==> config.mk <==
export PLATFORM = sky130hd
export DESIGN_NAME = two_of_five_display_scanner
export DESIGN_NICKNAME = d
export VERILOG_FILES = /design/src/rtl/two_of_five_pkg.sv /design/src/rtl/two_of_five_check.sv /design/src/rtl/two_of_five_display_scanner.sv
export SDC_FILE = /design/constraint.sdc
export NUM_CORES = 1
export LEC_CHECK = 0
export ABC_AREA = 1
export BUFFER_PORTS_ARGS = -buffer_cell sky130_fd_sc_hd__buf_2
export CAP_MARGIN = 20
export CORE_MARGIN = 3
export CORE_UTILIZATION = 40
export CTS_CLUSTER_SIZE = 20
export DETAILED_ROUTE_END_ITERATION = 10
export PLACE_DENSITY = 0.6
export SYNTH_ARGS = -nofsm -noshare
export SYNTH_HDL_FRONTEND = slang
export SYNTH_SLANG_ARGS = --single-unit
==> constraint.sdc <==
create_clock -name clk -period 3.18 [get_ports clk]
set_input_delay 0.159 -clock clk [delete_from_list [all_inputs] [get_ports clk]]
set_output_delay 0.159 -clock clk [all_outputs]
set_load 0.05 [all_outputs]
==> src/rtl/two_of_five_pkg.sv <==
`default_nettype none
// ============================================================================
// Module      : two_of_five_pkg
// Description : Shared constants for the 2-of-5 display scanner.
// Revision    : 1.0 - initial release
// ============================================================================
package two_of_five_pkg;

    localparam int                CODE_W     = 5;
    localparam logic [CODE_W-1:0] CODE_BLANK = 5'b00000;

    localparam logic [1:0] c_st_blank = 2'd0;
    localparam logic [1:0] c_st_scan  = 2'd1;
    localparam logic [1:0] c_st_guard = 2'd2;

    // Valid codes for digits 9 down to 0, E1 in bit 0
    localparam logic [9:0][CODE_W-1:0] c_digit_codes = {
        5'b10100, 5'b10010, 5'b10001, 5'b01100, 5'b01010,
        5'b01001, 5'b00110, 5'b00101, 5'b00011, 5'b11000
    };

endpackage
`default_nettype wire

==> src/rtl/two_of_five_check.sv <==
`default_nettype none
// ============================================================================
// Module      : two_of_five_check
// Description : Combinational validator, code is legal when exactly two bits are set.
// Revision    : 1.0 - initial release
// ============================================================================
module two_of_five_check
    import two_of_five_pkg::*;
(
    input  logic [CODE_W-1:0] i_code,
    output logic              o_valid
);

    assign o_valid = ($countones(i_code) == 2);

endmodule
`default_nettype wire

==> src/rtl/two_of_five_display_scanner.sv <==
`default_nettype none
// ============================================================================
// Module      : two_of_five_display_scanner
// Description : Multiplexed scan controller for 2-of-5 coded 7-segment digits.
//               Define INVALID_BLANK_EN to keep invalid slots dark.
// Revision    : 1.0 - initial release
// ============================================================================
module two_of_five_display_scanner
    import two_of_five_pkg::*;
#(
    parameter int NUM_DIGITS   = 4,
    parameter int REFRESH_DIV  = 50000,
    parameter int GUARD_CYCLES = 16
)(
    input  logic                         clk,
    input  logic                         rst_n,
    input  logic                         enable,
    input  logic                         load_valid,
    input  logic [CODE_W*NUM_DIGITS-1:0] load_data,
    output logic                         load_ready,
    output logic [CODE_W-1:0]            code_out,
    output logic [NUM_DIGITS-1:0]        digit_n,
    output logic                         code_err,
    output logic                         err_any,
    output logic                         frame_done
);

    localparam int IDX_W   = $clog2(NUM_DIGITS);
    localparam int CNT_MAX = (REFRESH_DIV > GUARD_CYCLES) ? REFRESH_DIV : GUARD_CYCLES;
    localparam int CNT_W   = $clog2(CNT_MAX);

    localparam logic [CNT_W-1:0] c_ref_last = CNT_W'(REFRESH_DIV - 1);
    localparam logic [CNT_W-1:0] c_grd_last = CNT_W'(GUARD_CYCLES - 1);
    localparam logic [IDX_W-1:0] c_idx_last = IDX_W'(NUM_DIGITS - 1);

    logic [1:0]                             r_state;
    logic [CNT_W-1:0]                       r_cnt;
    logic [IDX_W-1:0]                       r_idx;
    logic [NUM_DIGITS-1:0][CODE_W-1:0]      r_disp;
    logic [NUM_DIGITS-1:0][CODE_W-1:0]      r_pend;
    logic                                   r_pend_full;
    logic                                   r_valid;
    logic                                   r_load_ready;
    logic [CODE_W-1:0]                      r_code_out;
    logic [NUM_DIGITS-1:0]                  r_digit_n;
    logic                                   r_code_err;
    logic                                   r_err_any;
    logic                                   r_frame_done;

    logic [1:0]                             w_state_nxt;
    logic [CNT_W-1:0]                       w_cnt_nxt;
    logic [IDX_W-1:0]                       w_idx_nxt;
    logic                                   w_commit;
    logic                                   w_wrap;
    logic                                   w_take;
    logic                                   w_pend_full_nxt;
    logic [NUM_DIGITS-1:0][CODE_W-1:0]      w_disp_nxt;
    logic [CODE_W-1:0]                      w_slot_code;
    logic                                   w_slot_ok;
    logic [NUM_DIGITS-1:0]                  w_pend_ok;
    logic                                   w_scan_nxt;
    logic                                   w_lit;

    assign w_take = load_valid && r_load_ready;

    always_comb begin
        w_state_nxt = r_state;
        w_cnt_nxt   = r_cnt;
        w_idx_nxt   = r_idx;
        w_commit    = 1'b0;
        w_wrap      = 1'b0;
        if (!enable) begin
            w_state_nxt = c_st_blank;
            w_cnt_nxt   = '0;
            w_idx_nxt   = '0;
        end else begin
            case (r_state)
                c_st_blank: begin
                    // A pending frame wins; otherwise resume the last committed one
                    if (r_pend_full || r_valid) begin
                        w_commit    = r_pend_full;
                        w_state_nxt = c_st_scan;
                        w_cnt_nxt   = '0;
                        w_idx_nxt   = '0;
                    end
                end
                c_st_scan: begin
                    if (r_cnt == c_ref_last) begin
                        w_cnt_nxt   = '0;
                        w_state_nxt = c_st_guard;
                    end else begin
                        w_cnt_nxt = r_cnt + CNT_W'(1);
                    end
                end
                c_st_guard: begin
                    if (r_cnt == c_grd_last) begin
                        w_cnt_nxt   = '0;
                        w_state_nxt = c_st_scan;
                        if (r_idx == c_idx_last) begin
                            w_idx_nxt = '0;
                            w_wrap    = 1'b1;
                            w_commit  = r_pend_full;
                        end else begin
                            w_idx_nxt = r_idx + IDX_W'(1);
                        end
                    end else begin
                        w_cnt_nxt = r_cnt + CNT_W'(1);
                    end
                end
                default: begin
                    w_state_nxt = c_st_blank;
                    w_cnt_nxt   = '0;
                    w_idx_nxt   = '0;
                end
            endcase
        end
    end

    // Take and commit are mutually exclusive: take needs the pending reg empty
    assign w_pend_full_nxt = w_take ? 1'b1 : (w_commit ? 1'b0 : r_pend_full);
    assign w_disp_nxt      = w_commit ? r_pend : r_disp;
    assign w_slot_code     = w_disp_nxt[w_idx_nxt];
    assign w_scan_nxt      = (w_state_nxt == c_st_scan);

    two_of_five_check u_slot_chk (
        .i_code  (w_slot_code),
        .o_valid (w_slot_ok)
    );

    for (genvar gi = 0; gi < NUM_DIGITS; gi++) begin : g_digit_chk
        two_of_five_check u_chk (
            .i_code  (r_pend[gi]),
            .o_valid (w_pend_ok[gi])
        );
    end

`ifdef INVALID_BLANK_EN
    assign w_lit = w_scan_nxt && w_slot_ok;
`else
    assign w_lit = w_scan_nxt;
`endif

    always_ff @(posedge clk) begin
        if (!rst_n) begin
            r_state      <= c_st_blank;
            r_cnt        <= '0;
            r_idx        <= '0;
            r_disp       <= '0;
            r_pend       <= '0;
            r_pend_full  <= 1'b0;
            r_valid      <= 1'b0;
            r_load_ready <= 1'b1;
            r_code_out   <= CODE_BLANK;
            r_digit_n    <= '1;
            r_code_err   <= 1'b0;
            r_err_any    <= 1'b0;
            r_frame_done <= 1'b0;
        end else begin
            r_state      <= w_state_nxt;
            r_cnt        <= w_cnt_nxt;
            r_idx        <= w_idx_nxt;
            r_pend_full  <= w_pend_full_nxt;
            r_load_ready <= !w_pend_full_nxt;
            if (w_take) begin
                r_pend <= load_data;
            end
            if (w_commit) begin
                r_disp    <= r_pend;
                r_valid   <= 1'b1;
                r_err_any <= ~&w_pend_ok;
            end
            // Outputs are computed from next-state values so pins track the state edge
            r_code_out   <= w_lit ? w_slot_code : CODE_BLANK;
            r_digit_n    <= w_lit ? ~(NUM_DIGITS'(1) << w_idx_nxt) : '1;
            r_code_err   <= w_scan_nxt && !w_slot_ok;
            r_frame_done <= w_wrap;
        end
    end

    assign load_ready = r_load_ready;
    assign code_out   = r_code_out;
    assign digit_n    = r_digit_n;
    assign code_err   = r_code_err;
    assign err_any    = r_err_any;
    assign frame_done = r_frame_done;

endmodule
`default_nettype wire
* Word level (Yosys, flattened, before mapping)
Index checks and enable logic that the tools add are counted.
Cells by class: add/subtract/negate cells 22, magnitude comparators 1, equality and inequality tests 12, shift operators 1, muxes and demuxes 25, bitwise gates (word level) 1, reduce and logical (&&, ||, !) cells 11
Operators by type and width (count):
- $add 32x1->32 | 5
- $add 32x32->32 | 5
- $eq 32x3->1 const B | 5
- $mux 16 | 3
- $pmux 16 s3 | 1
- $add 1x1->2 | 10
- $mux 20 | 1
- $add 16x1->16 const B | 1
- $eq 16x16->1 const B | 1
- $eq 16x4->1 const B | 1
- $mux 2 | 8
- $pmux 2 s3 | 2
- $bmux 5 s2 | 1
- $reduce_and 4->1 | 2
- $mux 1 | 7
- $mux 5 | 1
- $eq 2x1->1 const B | 2
- $eq 2x2->1 const B | 2
- $not 4->4 | 1
- $reduce_and 2->1 | 2
- $shl 1x2->4 const A | 1
- $logic_not 1->1 | 3
- $lt 2x3->1 const B | 1
- $add 2x1->2 const B | 1
- 5 further kinds | 6
Word-level totals: bits in registers 75, input port bits 24, output and inout bits 13, logic and storage cells 92

* Depth between registers and ports, before layout
depth in word-level cells 14, mapped depth 20, mapped depth without buffers 20

* Modules after synthesis
From an unflattened synthesis, not the netlist that was laid out.
Second synthesis, totals: cell total of the unflattened synthesis 504, area, all modules 3802.4 µm²
Modules (own cells, without submodules):
- two_of_five_display_scanner | instances 1, cells each 454, area each 3352.0 µm², seq. area each 1501.4 µm²
- two_of_five_check | instances 5, cells each 10, area each 90.1 µm², seq. area each 0.0 µm²

* Worst setup path before layout
OpenSTA, ideal clock, no wires.
path type flip-flop to flip-flop, from reg r_state[0], to reg r_code_err, in the netlist code_err, setup time 0.119 ns, arrival 2.936 ns, data required time 3.061 ns, path slack 0.125 ns, cell stages (with the launch flop) 19, path buffers 0, period minus slack after synthesis 3.055 ns, cells stage by stage dfxtp_1 > inv_1 > ha_1 > inv_1 > nor2_2 > o21ai_1 > nand3_4 > nand2_1 > nor2_2 > nand2_1 > nand2_1 > nor2_2 > inv_1 > ha_1 > fa_1 > inv_1 > fa_1 > nor2_1 > a21oi_1
On the way: cells in the longest elaborated chain, start to end 12, elaborated cells between the ends (all ways) 23, classes of those cells add/sub: 4; eq/ne: 4; mux: 12; reduce/logical: 3
Ends and longest elaborated chain:
- from (decl) | line two_of_five_display_scanner.sv:36 | logic [1:0] r_state;
- from (signal assigned) | line two_of_five_display_scanner.sv:145 | r_state <= c_st_blank;
- from (signal assigned) | line two_of_five_display_scanner.sv:159 | r_state <= w_state_nxt;
- $eq 2x2->1 or $logic_not 2->1 (tied branches) | line two_of_five_display_scanner.sv:77 | case (r_state)
- $pmux 1 s2 | line two_of_five_display_scanner.sv:77
- $mux 1 | line two_of_five_display_scanner.sv:72 | if (!enable) begin
- $mux 20
- $bmux 5 s2 * | line two_of_five_display_scanner.sv:122 | assign w_slot_code = w_disp_nxt[w_idx_nxt];
- $mux 5 (implied by the code) * | line two_of_five_display_scanner.sv:122
- via u_slot_chk.i_code[1] | line two_of_five_check.sv:10 | input logic [CODE_W-1:0] i_code,
- $add 1x1->2 (implied by the code) * | line two_of_five_check.sv:14 | assign o_valid = ($countones(i_code) == 2);
- $add 32x32->32 (implied by the code) * | line two_of_five_check.sv:14
- $add 32x1->32 (implied by the code) * | line two_of_five_check.sv:14
- $eq 32x3->1 * | line two_of_five_check.sv:14
- $logic_not 1->1 * | line two_of_five_display_scanner.sv:175 | r_code_err <= w_scan_nxt && !w_slot_ok;
- $logic_and 1x1->1 * | line two_of_five_display_scanner.sv:175
- to (signal assigned) | line two_of_five_display_scanner.sv:175
- to (decl) | line two_of_five_display_scanner.sv:46 | logic r_code_err;
Mark *: on every way through the listed nets, which the timed path passes. The rest lies on a longest branch. The select of a mux whose other input is x is not followed. A chain may end at the register's enable or synchronous reset.

* Final worst setup path
from reg r_cnt[1], to reg r_code_err, in the netlist code_err
On the way: cells in the longest elaborated chain, start to end 13, elaborated cells between the ends (all ways) 23, classes of those cells add/sub: 4; eq/ne: 4; mux: 13; reduce/logical: 2
Ends and longest elaborated chain:
- from (decl) | line two_of_five_display_scanner.sv:37 | logic [CNT_W-1:0] r_cnt;
- from (signal assigned) | line two_of_five_display_scanner.sv:160 | r_cnt <= w_cnt_nxt;
- $eq 16x4->1 * | line two_of_five_display_scanner.sv:96 | if (r_cnt == c_grd_last) begin
- $mux 1 | line two_of_five_display_scanner.sv:96
- $pmux 1 s2 | line two_of_five_display_scanner.sv:77
- $mux 1 | line two_of_five_display_scanner.sv:72
- $mux 20
- $bmux 5 s2 * | line two_of_five_display_scanner.sv:122
- $mux 5 (implied by the code) * | line two_of_five_display_scanner.sv:122
- via u_slot_chk.i_code[3] | line two_of_five_check.sv:10
- $add 1x1->2 (implied by the code) * | line two_of_five_check.sv:14
- $add 32x32->32 (implied by the code) * | line two_of_five_check.sv:14
- $add 32x1->32 (implied by the code) * | line two_of_five_check.sv:14
- $eq 32x3->1 * | line two_of_five_check.sv:14
- $logic_not 1->1 * | line two_of_five_display_scanner.sv:175
- $logic_and 1x1->1 * | line two_of_five_display_scanner.sv:175
Marked as above.

==> summary.txt <==
Outcome
  • Status: finished clean

Timing
  • Unrepaired setup endpoints after global routing: yes
  • Fmax: 0.326 GHz
  • Final setup fails: 0
  • Slew headroom: 48.2%
  • Pins Over Slew Limit: 0
  • Slew @ Worst Pin: 0.776 ns
  • Final worst setup slack: 0.116 ns
  • Final period util: 96.4%
  • Minimum clock period: 3.06 ns
  • Hold WS: 0.0443 ns
  • Worst Skew: 0.0176 ns
  • Fin. Hold Viols: 0

Synthesis
  • Yosys reg bits: 75
  • Post-synth ARST share: 0%
  • Yosys top cell by area: dfxtp_1
  • Top cells by area, synth: dfxtp_1, nand2_1, nor2_1
  • Netlist cell types: 39
  • Most frequent cell after synthesis: nand2_1
  • Cells after synthesis: 503
  • Synth top area share: 39.8%
  • Part of the Yosys area used for sequential elements: 39.8%
  • Post-synth top flop: dfxtp_1
  • Syn_nets: 553
  • Syn_area_per_cell: 7.50 sq um
  • Synth top cells by count: nand2_1, nor2_1, dfxtp_1
  • Post-synth EDFFs: 0
  • Mapped Area: 3770 sq um
  • Yosys warnings: 0

Drt
  • Post-route DRC: 0
  • Final WL: 8760 um
  • Via count: 3279
  • TritonRoute pass-1 iters: 4
  • Vias/cell: 4.81
  • Antenna-violating nets left: 0
  • WL per Instance: 12.8 um
  • Initial DRC Count: 116

Power
  • Pleak: 2.16 nW
  • Pwr Total: 0.00197 W
  • VDD IR max: 0.203 mV
  • Power Density: 423 nW/um^2

Place
  • Number of port buffers: 36
  • DP Wirelength: 6530 um
  • Routability cong.: 0.898
  • Placement Setup Slack: -0.0550 ns
  • DP Cell Count: 657

Global route
  • First-pass GRT wire length: 14400 um
  • Largest net degree at the start of global routing: 26
  • GRT Util Overall: 17.3%
  • Global route overflow: 0
  • Vias in the first global route: 3077
  • Initial antenna violation count: 0

Clock tree
  • Root Driver: clkbuf_8
  • Maximum buffer depth of the clock tree: 2
  • Clk slew on worst S/H paths: 0.09 ns
  • Num CTS Buffers: 9
  • Hold Buf Count CTS: 0
  • CTS tree: yes
  • CTS H-Tree Depth: 3
  • TritonCTS Sinks: 75
  • Clock Latency Late Sink: 0.36 ns

Min path
  • HP Class: in -> reg

Floorplanning
  • Die width: 103 um
  • Core Region: 8930 sq um
  • FP Rows: 34
  • Die Height: 103 um
  • I/O Pins: 37
  • Die area: 10600 sq um
  • Initial Utilization: 42.3%

Finish
  • Share of cells above drive strength 1: 26.7%
  • Ant diodes: 0
  • Layout Nets: 619
  • Synthesis-to-layout area growth: 23.1%
  • Filler cells: 907
  • Final Non-Filler Cells: 682

Setup path
  • CP Launch Type: flop
  • CP max FO: 10
  • Arrival time at the worst endpoint: 3.31 ns
  • Worst Setup Path Type: reg -> reg
  • Req. time, crit path: 3.43 ns
  • Critical Path End Type: flop

Run
  • Max-Cap Viols: 0
==> registers in the layout, indices dropped and copies added (netlist names), 2 cells and up <==
| signal | flops |
|---|---|
| r_disp | 20 |
| r_pend | 20 |
| r_cnt | 16 |
| code_out | 5 |
| digit_n | 4 |
| r_idx | 2 |
| r_state | 2 |
==> final timing paths <==
path	start	end	slack (ns)	cells past startpoint
max	r_cnt[1]	code_err	0.12	18
min	load_data[6]	r_pend[6]	0.04	3
max reg2reg	r_cnt[1]	code_err	0.12	18
min reg2reg	r_disp[4]	r_disp[4]	0.47	2
==> kinds of logic after synthesis <==
| kind of cell | after synthesis | synth area share, % |
|---|---|---|
| XOR/XNOR | 4 | 0.928 |
| adder cells (fa/ha/maj) | 26 | 10.6 |
| AO/OA/AOI/OAI | 65 | 9.25 |
| flip-flops | 75 | 39.8 |
| AND/OR/NAND/NOR | 261 | 31.6 |
| buffers and inverters | 72 | 7.82 |
==> layout by cell type (no fill, tap or decap), drive strengths merged, types with 2 or more instances in the layout <==
cell type and n:
a21oi 33, clkinv 2, buf 66, nand4 6
nor3 6, a211oi 2, o21ai 25, nand2 112
xnor2 3, nor2 101, ha 16, nand3 30
or2 3, o21bai 2, clkinvlp 3, fa 10
dfxtp 75, clkbuf 10, inv 61
==> per-stage QoR <==
stage	instance area (sq um)	util (%)	setup TNS [ns]
after global placement	4200	47.0	0
after floorplan	3770	-	0
final	4650	52.0	0
after global routing	4650	52.0	-0.0652
after detailed placement	4200	47.0	-0.0550
after CTS	4400	49.3	0
==> worst max-delay path: stages, from the launching register on <==
cell and delay, ns:
dfxtp_2 0.36, ha_4 0.16, nand3_4 0.09, nor2_4 0.20
nand4_4 0.14, nand2_8 0.15, nand2_4 0.13, nand2_1 0.12
nand2_1 0.05, nand2_1 0.06, nand2_1 0.05, nor2_2 0.15
inv_2 0.06, ha_4 0.22, fa_2 0.35, inv_2 0.07
fa_1 0.41, nor2_1 0.11, a21oi_1 0.06
==> per-layer routing <==
layer | global-route usage, % | vias to the layer above | share of wire, %
li1 | - | 1723 | -
met1 | 24.7 | 1493 | 50
met2 | 25.8 | 55 | 45
met3 | 3.99 | 8 | 4.1
met4 | 5.68 | 0 | 1.2
met5 | 0 | - | 0
==> final cells by class <==
class | instances | area, sq um | area share (%)
Sequential cell | 75 | 1510 | 32.4
Clock buffer | 9 | 124 | 2.67
Clock inverter | 7 | 60.1 | 1.29
Tap cell | 108 | 135 | 2.91
Timing Repair Buffer | 67 | 443 | 9.53
Inverter | 59 | 224 | 4.82
Multi-Input combinational cell | 357 | 2150 | 46.4
==> report_power, final <==
part           switching, W  total, W  internal (W)  leakage [nW]
logic              0.000174  0.000281      0.000107          1.47
registers         0.0000260   0.00100      0.000974         0.612
clock network      0.000392  0.000687      0.000295        0.0844
total              0.000592   0.00197       0.00138          2.16
==> timing repair <==
item	in CTS	in global routing
buffers inserted	0	7
pin swaps	1	30
resized for setup	3	41
cloned	0	2
setup endpoints to repair	1	1
Power figures use the tool's default switching activity.
